### src/rtl/rissy_pkg.sv
// Shared definitions for the Rissy 16-bit core: widths, opcodes and the
// fetch-stage state encoding.
package rissy_pkg;

  localparam int ADDR_W = 16;
  localparam int INST_W = 16;

  // Major opcodes live in the top nibble of every instruction.
  localparam logic [3:0] OP_ADD = 4'h0;
  localparam logic [3:0] OP_NDU = 4'h2;
  localparam logic [3:0] OP_LW  = 4'h4;
  localparam logic [3:0] OP_SW  = 4'h5;
  localparam logic [3:0] OP_JAL = 4'h8;
  localparam logic [3:0] OP_BEQ = 4'hC;

  // Fetch FSM encoding.
  typedef logic [1:0] fetch_state_t;
  localparam fetch_state_t ST_IDLE  = 2'd0;  // no request outstanding
  localparam fetch_state_t ST_REQ   = 2'd1;  // live request at fetch_pc
  localparam fetch_state_t ST_DRAIN = 2'd2;  // stale request, data discarded

  function automatic logic [3:0] opcode_of(input logic [INST_W-1:0] inst);
    return inst[INST_W-1 -: 4];
  endfunction

endpackage

### src/rtl/fetch_fifo.sv
// Small synchronous FIFO holding {instruction, pc} entries between the
// instruction-memory port and the decoder. Flush empties it in one cycle.
module fetch_fifo #(
  parameter  int WIDTH = 32,
  parameter  int DEPTH = 2,
  localparam int PTR_W = $clog2(DEPTH),
  localparam int CNT_W = $clog2(DEPTH + 1)
) (
  input  logic             clk,
  input  logic             rst_n,
  input  logic             i_push,
  input  logic [WIDTH-1:0] i_push_data,
  input  logic             i_pop,
  input  logic             i_flush,
  output logic [WIDTH-1:0] o_head_data,
  output logic [CNT_W-1:0] o_count,
  output logic             o_valid
);

  logic [WIDTH-1:0] r_mem [DEPTH];
  logic [PTR_W-1:0] r_wr_ptr;
  logic [PTR_W-1:0] r_rd_ptr;
  logic [CNT_W-1:0] r_count;

  // Storage, pointers and occupancy; flush outranks push and pop.
  always_ff @(posedge clk or negedge rst_n) begin
    if (!rst_n) begin
      // NOTE: storage is reset so the head outputs read zero, not X, after reset.
      for (int i = 0; i < DEPTH; i++) r_mem[i] <= '0;
      // NOTE: sequential state uses <= so every flop samples pre-edge values.
      r_wr_ptr <= '0;
      r_rd_ptr <= '0;
      r_count  <= '0;
    end else if (i_flush) begin
      r_wr_ptr <= '0;
      r_rd_ptr <= '0;
      r_count  <= '0;
    end else begin
      if (i_push) begin
        r_mem[r_wr_ptr] <= i_push_data;
        r_wr_ptr        <= r_wr_ptr + PTR_W'(1);
      end
      if (i_pop) r_rd_ptr <= r_rd_ptr + PTR_W'(1);
      r_count <= r_count + CNT_W'(i_push) - CNT_W'(i_pop);
    end
  end

  assign o_head_data = r_mem[r_rd_ptr];
  assign o_count     = r_count;
  assign o_valid     = (r_count != '0);

endmodule

### src/rtl/fetch_unit.sv
// Instruction fetch stage: owns the PC, issues req/ack word reads to
// instruction memory, buffers {inst, pc} for the decoder, and handles
// branch/JAL redirects by flushing and squashing any in-flight read.
module fetch_unit
  import rissy_pkg::*;
#(
  parameter int              ADDR_W   = rissy_pkg::ADDR_W,
  parameter int              DEPTH    = 2,
  parameter logic [ADDR_W-1:0] RESET_PC = '0
) (
  input  logic              clk,
  input  logic              rst_n,
  output logic              imem_req,
  output logic [ADDR_W-1:0] imem_addr,
  input  logic              imem_ack,
  input  logic [INST_W-1:0] imem_rdata,
  input  logic              redirect,
  input  logic [ADDR_W-1:0] redirect_pc,
  output logic              inst_valid,
  input  logic              inst_ready,
  output logic [INST_W-1:0] inst,
  output logic [ADDR_W-1:0] inst_pc
);

  localparam int CNT_W   = $clog2(DEPTH + 1);
  localparam int ENTRY_W = INST_W + ADDR_W;

  fetch_state_t      r_state;
  logic [ADDR_W-1:0] r_fetch_pc;
  logic [ADDR_W-1:0] r_drain_addr;

  fetch_state_t       w_state_next;
  logic [ADDR_W-1:0]  w_pc_next;
  logic               w_pop;
  logic               w_push;
  logic               w_space;
  logic [CNT_W-1:0]   w_count;
  logic [CNT_W-1:0]   w_count_after;
  logic [ENTRY_W-1:0] w_head;

  // Only a live request's data is kept; a redirect in the same cycle drops it.
  assign w_pop         = inst_valid && inst_ready;
  assign w_push        = (r_state == ST_REQ) && imem_ack && !redirect;
  assign w_count_after = w_count + CNT_W'(w_push) - CNT_W'(w_pop);
  assign w_space       = (w_count_after < CNT_W'(DEPTH));

  fetch_fifo #(
    .WIDTH (ENTRY_W),
    .DEPTH (DEPTH)
  ) u_fifo (
    .clk         (clk),
    .rst_n       (rst_n),
    .i_push      (w_push),
    .i_push_data ({imem_rdata, r_fetch_pc}),
    .i_pop       (w_pop),
    .i_flush     (redirect),
    .o_head_data (w_head),
    .o_count     (w_count),
    .o_valid     (inst_valid)
  );

  // Next state and next PC; redirect wins over everything else.
  always_comb begin
    // NOTE: defaults first so every path assigns both outputs and no latch forms.
    w_state_next = r_state;
    w_pc_next    = r_fetch_pc;
    case (r_state)
      ST_IDLE: begin
        if (redirect) begin
          w_pc_next    = redirect_pc;
          w_state_next = ST_REQ;
        end else if (w_space) begin
          w_state_next = ST_REQ;
        end
      end
      ST_REQ: begin
        if (redirect) begin
          w_pc_next    = redirect_pc;
          w_state_next = imem_ack ? ST_REQ : ST_DRAIN;
        end else if (imem_ack) begin
          w_pc_next    = r_fetch_pc + ADDR_W'(1);
          w_state_next = w_space ? ST_REQ : ST_IDLE;
        end
      end
      ST_DRAIN: begin
        if (redirect) w_pc_next = redirect_pc;
        if (imem_ack) w_state_next = ST_REQ;
      end
      default: w_state_next = ST_IDLE;
    endcase
  end

  // FSM, PC, and the stale address held while a squashed read completes.
  always_ff @(posedge clk or negedge rst_n) begin
    if (!rst_n) begin
      r_state      <= ST_IDLE;
      r_fetch_pc   <= RESET_PC;
      r_drain_addr <= RESET_PC;
    end else begin
      r_state    <= w_state_next;
      r_fetch_pc <= w_pc_next;
      if ((r_state == ST_REQ) && redirect && !imem_ack) r_drain_addr <= r_fetch_pc;
    end
  end

  assign imem_req  = (r_state != ST_IDLE);
  assign imem_addr = (r_state == ST_DRAIN) ? r_drain_addr : r_fetch_pc;
  assign inst      = w_head[ENTRY_W-1 -: INST_W];
  assign inst_pc   = w_head[ADDR_W-1:0];

endmodule

### config.mk
export PLATFORM = sky130hd
export DESIGN_NAME = fetch_unit
export DESIGN_NICKNAME = d
export VERILOG_FILES = /design/src/rtl/rissy_pkg.sv /design/src/rtl/fetch_fifo.sv /design/src/rtl/fetch_unit.sv
export SDC_FILE = /design/constraint.sdc
export NUM_CORES = 1
export LEC_CHECK = 0
export BUFFER_PORTS_ARGS = -buffer_cell sky130_fd_sc_hd__clkbuf_2
export CAP_MARGIN = 20
export CORE_MARGIN = 10
export CORE_UTILIZATION = 35
export CTS_BUF_LIST = sky130_fd_sc_hd__clkbuf_16
export DETAILED_ROUTE_END_ITERATION = 10
export SETUP_SLACK_MARGIN = 0.2
export SYNTH_ARGS = -nofsm -noshare
export SYNTH_HDL_FRONTEND = slang
export SYNTH_HIERARCHICAL = 1
export SYNTH_SLANG_ARGS = --single-unit
### constraint.sdc
create_clock -name clk -period 3.1 [get_ports clk]
set_input_delay 0.155 -clock clk [delete_from_list [all_inputs] [get_ports clk]]
set_output_delay 0.155 -clock clk [all_outputs]
set_load 0.005 [all_outputs]
==> results by group, run 1 <==
Clock tree
  – H-tree depth: 3
  – Number of gates resized after CTS: 0
  – Clk buf depth: 2
  – Clk sink count: just over 100
  – Root Buffer: clkbuf_16
  – CTS tree: built
  – Reg clk slew, reported paths: 70 ps
  – TritonCTS Buffers: 9
  – Clock Latency Late Sink: 350 ps

Timing
  – Setup Skew: 5.05 ps
  – Period utilisation layout: 71.6%
  – Worst-Margin Slew: just under 900 ps
  – RSZ-0062 raised after global routing: false
  – Setup_tns: 0 ps
  – Slew Viols, Final: 0
  – Relative slew slack: 41.2%
  – Minimum clock period: 2220 ps
  – Final Hold Violating Endpoints: 0
  – F_max: 451 MHz
  – Setup violators final: 0

Detailed routing
  – Wl on met1: 5490 µm
  – Met2 Wirelength: 5300 µm
  – Detailed-route via count: 3397
  – WL/cell: ~18 µm
  – Highest metal layer with signal wires: met4
  – Drt pass-1 iters: 4
  – WL met3: 801 µm
  – DRC violations left: 0
  – Detail-routed via count per cell: 5.16
  – Detailed Route WL: between 10000 and 15000 µm
  – Initial DRC Count: 188
  – DRT antenna net count: 0

Floorplan
  – Full die area: 19600 µm²
  – Die Width: 140 µm
  – Core area: about 14000 µm²
  – # IOs: 87
  – Die Y: between 100 and 150 µm
  – Starting density of the core: between 30% and 40%
  – FP Rows: 43

Global route
  – GRT Total Usage: 12.1%
  – Number of global-route vias before repair: ~3.5k
  – Initial antenna violation count: 0
  – Pin count of the biggest net entering global routing: 47
  – Global route total overflow: 0
  – First-pass GRT wire length: 19100 µm

Synthesis
  – Most common flop cell mapped by yosys: dfrtp_1
  – Sequential area share after synthesis: 50.5%
  – Async SR Flop Fraction: 100%
  – Yosys warning count: 6
  – Netlist cell types: 52
  – Yosys reg bits: 102
  – Gate Count Post-Synth: 392
  – Post-synth top area cell: dfrtp_1
  – Mapped Area: 5050 µm²
  – Number of flops mapped to enable cells by yosys: 0
  – Syn avg cell area: 12.9 µm²
  – Syn nets: 433
  – Top-area cell type share of the netlist area: approximately 50%
  – Synth area leaders: dfrtp_1 (51%), mux2_2 (25%), mux2_1 (2.7%)

Setup path
  – R2R Setup Slk: 880 ps
  – CP Capture Type: flip-flop
  – FF-to-FF Start: r_state[0]
  – Crit Path Class: reg2reg
  – Reg2reg path depth: 6
  – Critical path arrival: 2450 ps
  – Worst-path fanout max: 32
  – Startpoint Class: flip-flop
  – Worst Path Required: roughly 3300 ps
  – Reg-to-reg endpoint: u_fifo/r_mem[48]

Power
  – PD cells: 938 nW/µm²
  – Leakage: 2.65 nW
  – Max IR drop VDD: ~0.35 mV
  – Comb power frac: 37.3%
  – Switching share of power: about a third
  – Clk pwr share: a little under a fifth
  – P_sw: 1.90 mW
  – Reg power frac: a little over two fifths
  – Internal Pwr Total: 3.62 mW

Final layout
  – Layout Nets: between 500 and 600
  – Final non-filler cell area: 5880 µm²
  – Ant. Diodes: 0
  – Most frequent cells in the layout: mux2_2 (114), dfrtp_1 (102), clkbuf_2 (85)
  – Fraction of layout cells with a size suffix above 1: 49.6%
  – Most common cell after layout, fill and taps aside: mux2_2
  – Layout area overhead: 16.3%
  – Non-Filler Instances: 658

Hold path
  – Hold Crit Endpoint: u_fifo/r_mem[18]
  – Hold_sp: imem_rdata[2]
  – Hold crit path type: in2reg
  – Hold Crit Depth: 2

Placement
  – Final HPWL DP: about 8300 µm
  – Gpl congestion: ~0.8
  – Dpl cell area: 5590 µm²
  – IO buf count: 86
  – DP Cell Count: about 640

Run status
  – Outcome: completed

Run
  – Max-cap violations: 0
[metal layers]
layer	up-vias	global-route usage, %
met2	96	17.7
li1	1596	-
met1	1695	15.9
met5	-	0
met3	10	5.41
met4	0	2.99
[worst max path at each step]
stage | startpoint | to | depth (start not counted)
5_1_grt | r_state[0] | u_fifo/r_mem[60] | 6
3_3_place_gp | r_state[0] | u_fifo/r_mem[51] | 6
2_1_floorplan | r_state[0] | u_fifo/r_mem[63] | 6
3_5_place_dp | r_state[0] | u_fifo/r_mem[48] | 6
6_report | r_state[0] | u_fifo/r_mem[48] | 6
4_1_cts | r_state[0] | u_fifo/r_mem[48] | 6
[cell type report]
class | count | area [µm²]
clock buffer | 9 | 225
sequential | 102 | 2550
multi-input combinational | 259 | 2300
timing repair buffer | 95 | 503
clock inverter | 7 | 48.8
tap | 180 | 225
inverter | 6 | 22.5
fill | 1367 | 8110
[flip-flops by register name, indices dropped and copies added (netlist names)]
name,flops
u_fifo/o_count,2
r_state,2
u_fifo/r_mem,64
r_fetch_pc,16
u_fifo/r_wr_ptr,1
u_fifo/r_rd_ptr,1
r_drain_addr,16
[cell families after synthesis]
| group | after synthesis | synth area share (%) |
|---|---|---|
| flip-flops | 102 | 50.5 |
| adder cells (fa/ha/maj) | 4 | 0.991 |
| AND/OR/NAND/NOR | 77 | 9.29 |
| XOR/XNOR | 4 | 0.966 |
| buffers and inverters | 31 | 3.94 |
| multiplexers | 126 | 28.1 |
| AO/OA/AOI/OAI | 48 | 6.22 |
[per-stage QoR]
stage | hold slack (ps) | setup WS (ps) | power [mW] | util, %
final | 54.3 | 881 | 5.51 | 42.0
after global routing | 32.9 | 732 | 5.94 | 42.0
after CTS | 36.3 | 870 | 5.60 | 42.0
after detailed placement | 205 | 879 | 4.52 | 40.0
after global placement | 201 | 905 | 4.43 | 40.0
after floorplan | -141 | 969 | 3.68 | -
[worst max-delay path: stages, from the launching register on]
cell     delay [ps]
dfrtp_1         570
inv_2           120
nor4_2          210
buf_4           200
nor3b_4         170
buf_4           410
mux2_2          390
[cells in the mapped netlist, types with 3 or more instances]
library cell	instances
a21oi_1	15
nor2_1	13
buf_4	3
nand2_1	22
mux2_2	114
mux2_1	12
inv_1	5
clkbuf_8	3
clkbuf_1	6
buf_2	9
ha_1	4
xnor2_1	3
nand3_1	6
nor2b_1	3
nor4_1	3
nand4_1	4
a211oi_1	3
o21ai_0	8
nor3_1	4
buf_6	4
a31oi_1	3
dfrtp_1	102
and3_1	3
[power by group through the flow]
stage | logic (mW) | clock network [mW] | registers [mW]
floorplan | 1.49 | 0 | 2.20
global placement | 2.05 | 0 | 2.38
detailed placement | 2.10 | 0 | 2.43
CTS | 2.11 | 1.09 | 2.40
global route | 2.29 | 1.15 | 2.50
finish | 2.05 | 1.05 | 2.40
[what timing repair did]
action / in CTS / in global routing
hold buffers: 1 / 0
buffers inserted: 0 / 0
endpoints found under the hold margin: 44 / 0
Note: power is estimated with default switching activity, not from simulation.
==> run 2, diff against run 1 <==
==> constraint.sdc (replaced) <==
create_clock -name clk -period 2.1 [get_ports clk]
set_input_delay 0.105 -clock clk [delete_from_list [all_inputs] [get_ports clk]]
set_output_delay 0.105 -clock clk [all_outputs]
set_load 0.005 [all_outputs]
==> run 2 against run 1 <==
  * Non-clock buffer count rose by 39
  * Setup slack got worse by 650 ps
  * Cell count rose by 5.9%
  * Sequential share of layout area fell by 3.5 points
  * Critical path type is now reg2out
  * Largest power group unchanged
==> results by group, run 2 (synthesis gave the netlist of run 1 again) <==
Global route
  – GRT Total Usage: 12.5% (+0.45 points)
  – Initial antenna violation count: 0 (unchanged)
  – Number of global-route vias before repair: 3716 (+5.5%)
  – Global route total overflow: 0 (unchanged)
  – Pin count of the biggest net entering global routing: 47 (unchanged)
  – First-pass GRT wire length: 19800 µm (+3.3%)

Final layout
  – Max reg flops: 64 (unchanged)
  – Largest registers: u_fifo/r_mem x64, r_drain_addr x16, r_fetch_pc x16
  – Ant. Diodes: 0 (unchanged)
  – Final non-filler cell area: 6390 µm² (+8.7%)
  – Fraction of layout cells with a size suffix above 1: 51.1% (+1.5 points)
  – Largest Register: u_fifo/r_mem
  – Layout area overhead: 26.5%
  – Most common cell after layout, fill and taps aside: mux2_2
  – Layout Nets: 553 (+7.6%)
  – Most frequent cells in the layout: mux2_2 (104), dfrtp_1 (101), clkbuf_2 (80)

Detailed routing
  – Initial DRC Count: 261 (+39%)
  – Drt pass-1 iters: 4 (unchanged)
  – Detail-routed via count per cell: 5.17 (+0.21%)
  – DRT antenna net count: 0 (unchanged)
  – Detailed-route via count: 3606 (+6.2%)
  – DRC violations left: 0 (unchanged)
  – Detailed Route WL: 12500 µm (+6.8%)
  – WL/cell: 18.0 µm (+0.87%)

Timing
  – Worst-Margin Slew: 467 ps (-415 ps)
  – Setup_tns: 0 ps (unchanged)
  – Setup Skew: 9.34 ps (+4.29 ps)
  – Final Hold Violating Endpoints: 0 (unchanged)
  – Minimum clock period: 1870 ps
  – Relative slew slack: 68.9% (+28 points)
  – Setup violators final: 0 (unchanged)
  – RSZ-0062 raised after global routing: true
  – Period utilisation layout: between 80 and 90%
  – Slew Viols, Final: 0 (unchanged)
  – F_max: 534 MHz

Setup path
  – Startpoint Class: flip-flop
  – CP Capture Type: output pin
  – Worst-path fanout max: 5 (-84%)
  – Crit Path Class: reg2out
  – Worst Path Required: 2000 ps (-1330 ps)
  – Critical path arrival: 1770 ps (-680 ps)

Hold path
  – Hold crit path type: in2reg

Clock tree
  – TritonCTS Buffers: 9 (unchanged)
  – H-tree depth: 3 (unchanged)
  – Clock Latency Late Sink: 360 ps (about the same)
  – CTS tree: built
  – Clk sink count: 102 (unchanged)
  – Reg clk slew, reported paths: 80 ps (about the same)
  – Root Buffer: clkbuf_16
  – Clk buf depth: 2 (unchanged)

Placement
  – Final HPWL DP: 8440 µm (+1.2%)
  – Gpl congestion: 0.803 (+3.1%)
  – IO buf count: 86 (unchanged)
  – Dpl cell area: 5700 µm² (+1.9%)

Floorplan
  – Full die area: 19600 µm² (unchanged)
  – Die Width: 140 µm (unchanged)
  – FP Rows: 43 (unchanged)
  – Core area: 14000 µm² (unchanged)
  – Die Y: 140 µm (unchanged)
  – # IOs: 87 (unchanged)
  – Starting density of the core: 36.1% (unchanged)

Power
  – PD cells: 1350 nW/µm² (+44%)
  – Leakage: 2.91 nW (+9.7%)
  – Max IR drop VDD: 0.598 mV (+69%)

Run
  – Max-cap violations: 0 (unchanged)

Run status
  – Outcome: completed
-- run 2: path summary, 6_finish.rpt --
path / cells past startpoint / startpoint / slack [ps] / end
max in group asynchronous: 3 / rst_n / 1130 / r_state[0]
worst max-delay path: 5 / r_state[0] / 230 / imem_addr[2]
worst min-delay path: 3 / redirect_pc[13] / 30 / r_fetch_pc[13]
worst min register to register: 1 / u_fifo/r_mem[38] / 490 / u_fifo/r_mem[38]
min in group asynchronous: 2 / rst_n / 220 / u_fifo/r_mem[62]
worst max register to register: 7 / u_fifo/o_count[0] / 240 / r_state[0]
-- run 2: power by group --
group          internal (mW)  total, mW  switching [mW]
Clock                  0.835       1.64           0.802
Combinational           2.01       3.48            1.47
Sequential              2.81       3.51           0.691
-- run 2: final cells by class --
class | count | area, µm²
fill | 1294 | 7600
inverter | 6 | 22.5
clock buffer | 9 | 225
timing repair buffer | 134 | 930
clock inverter | 7 | 65.1
tap | 180 | 225
sequential | 102 | 2550
multi-input combinational | 259 | 2370
-- run 2: timing repair --
item                       CTS  global route
hold buffers                20             0
hold endpoints to repair    64             0
setup endpoints to repair   14            17
cloned                       1             2
gates resized for setup      5            26
pin swaps                    0             1
setup buffers                1             6
-- run 2: critical path, stage by stage (launching register included) --
cell and delay (ps):
dfrtp_2 440, buf_6 140, nor2b_4 210, clkbuf_16 200
mux2_4 300, buf_6 120
-- run 2: routing by layer --
metal	GRT usage [%]	part of all wire, %	vias to the layer above	wire length (µm)
met5	0	0	-	0
met4	3.80	1.3	0	168
met3	4.87	6.9	16	869
met2	19.8	47	110	5880
met1	15.5	45	1811	5590
li1	-	-	1669	-
-- run 2: stage by stage --
stage	setup slack (ps)	instances	utilization [%]	hold WS, ps	power, mW
5_1_grt	153	697	45.7	18.0	9.26
3_3_place_gp	291	651	40.8	54.1	6.62
6_report	227	697	45.7	29.9	8.62
3_5_place_dp	234	651	40.8	62.9	6.77
4_1_cts	201	689	44.5	14.0	8.52
2_1_floorplan	193	392	-	-191	5.45
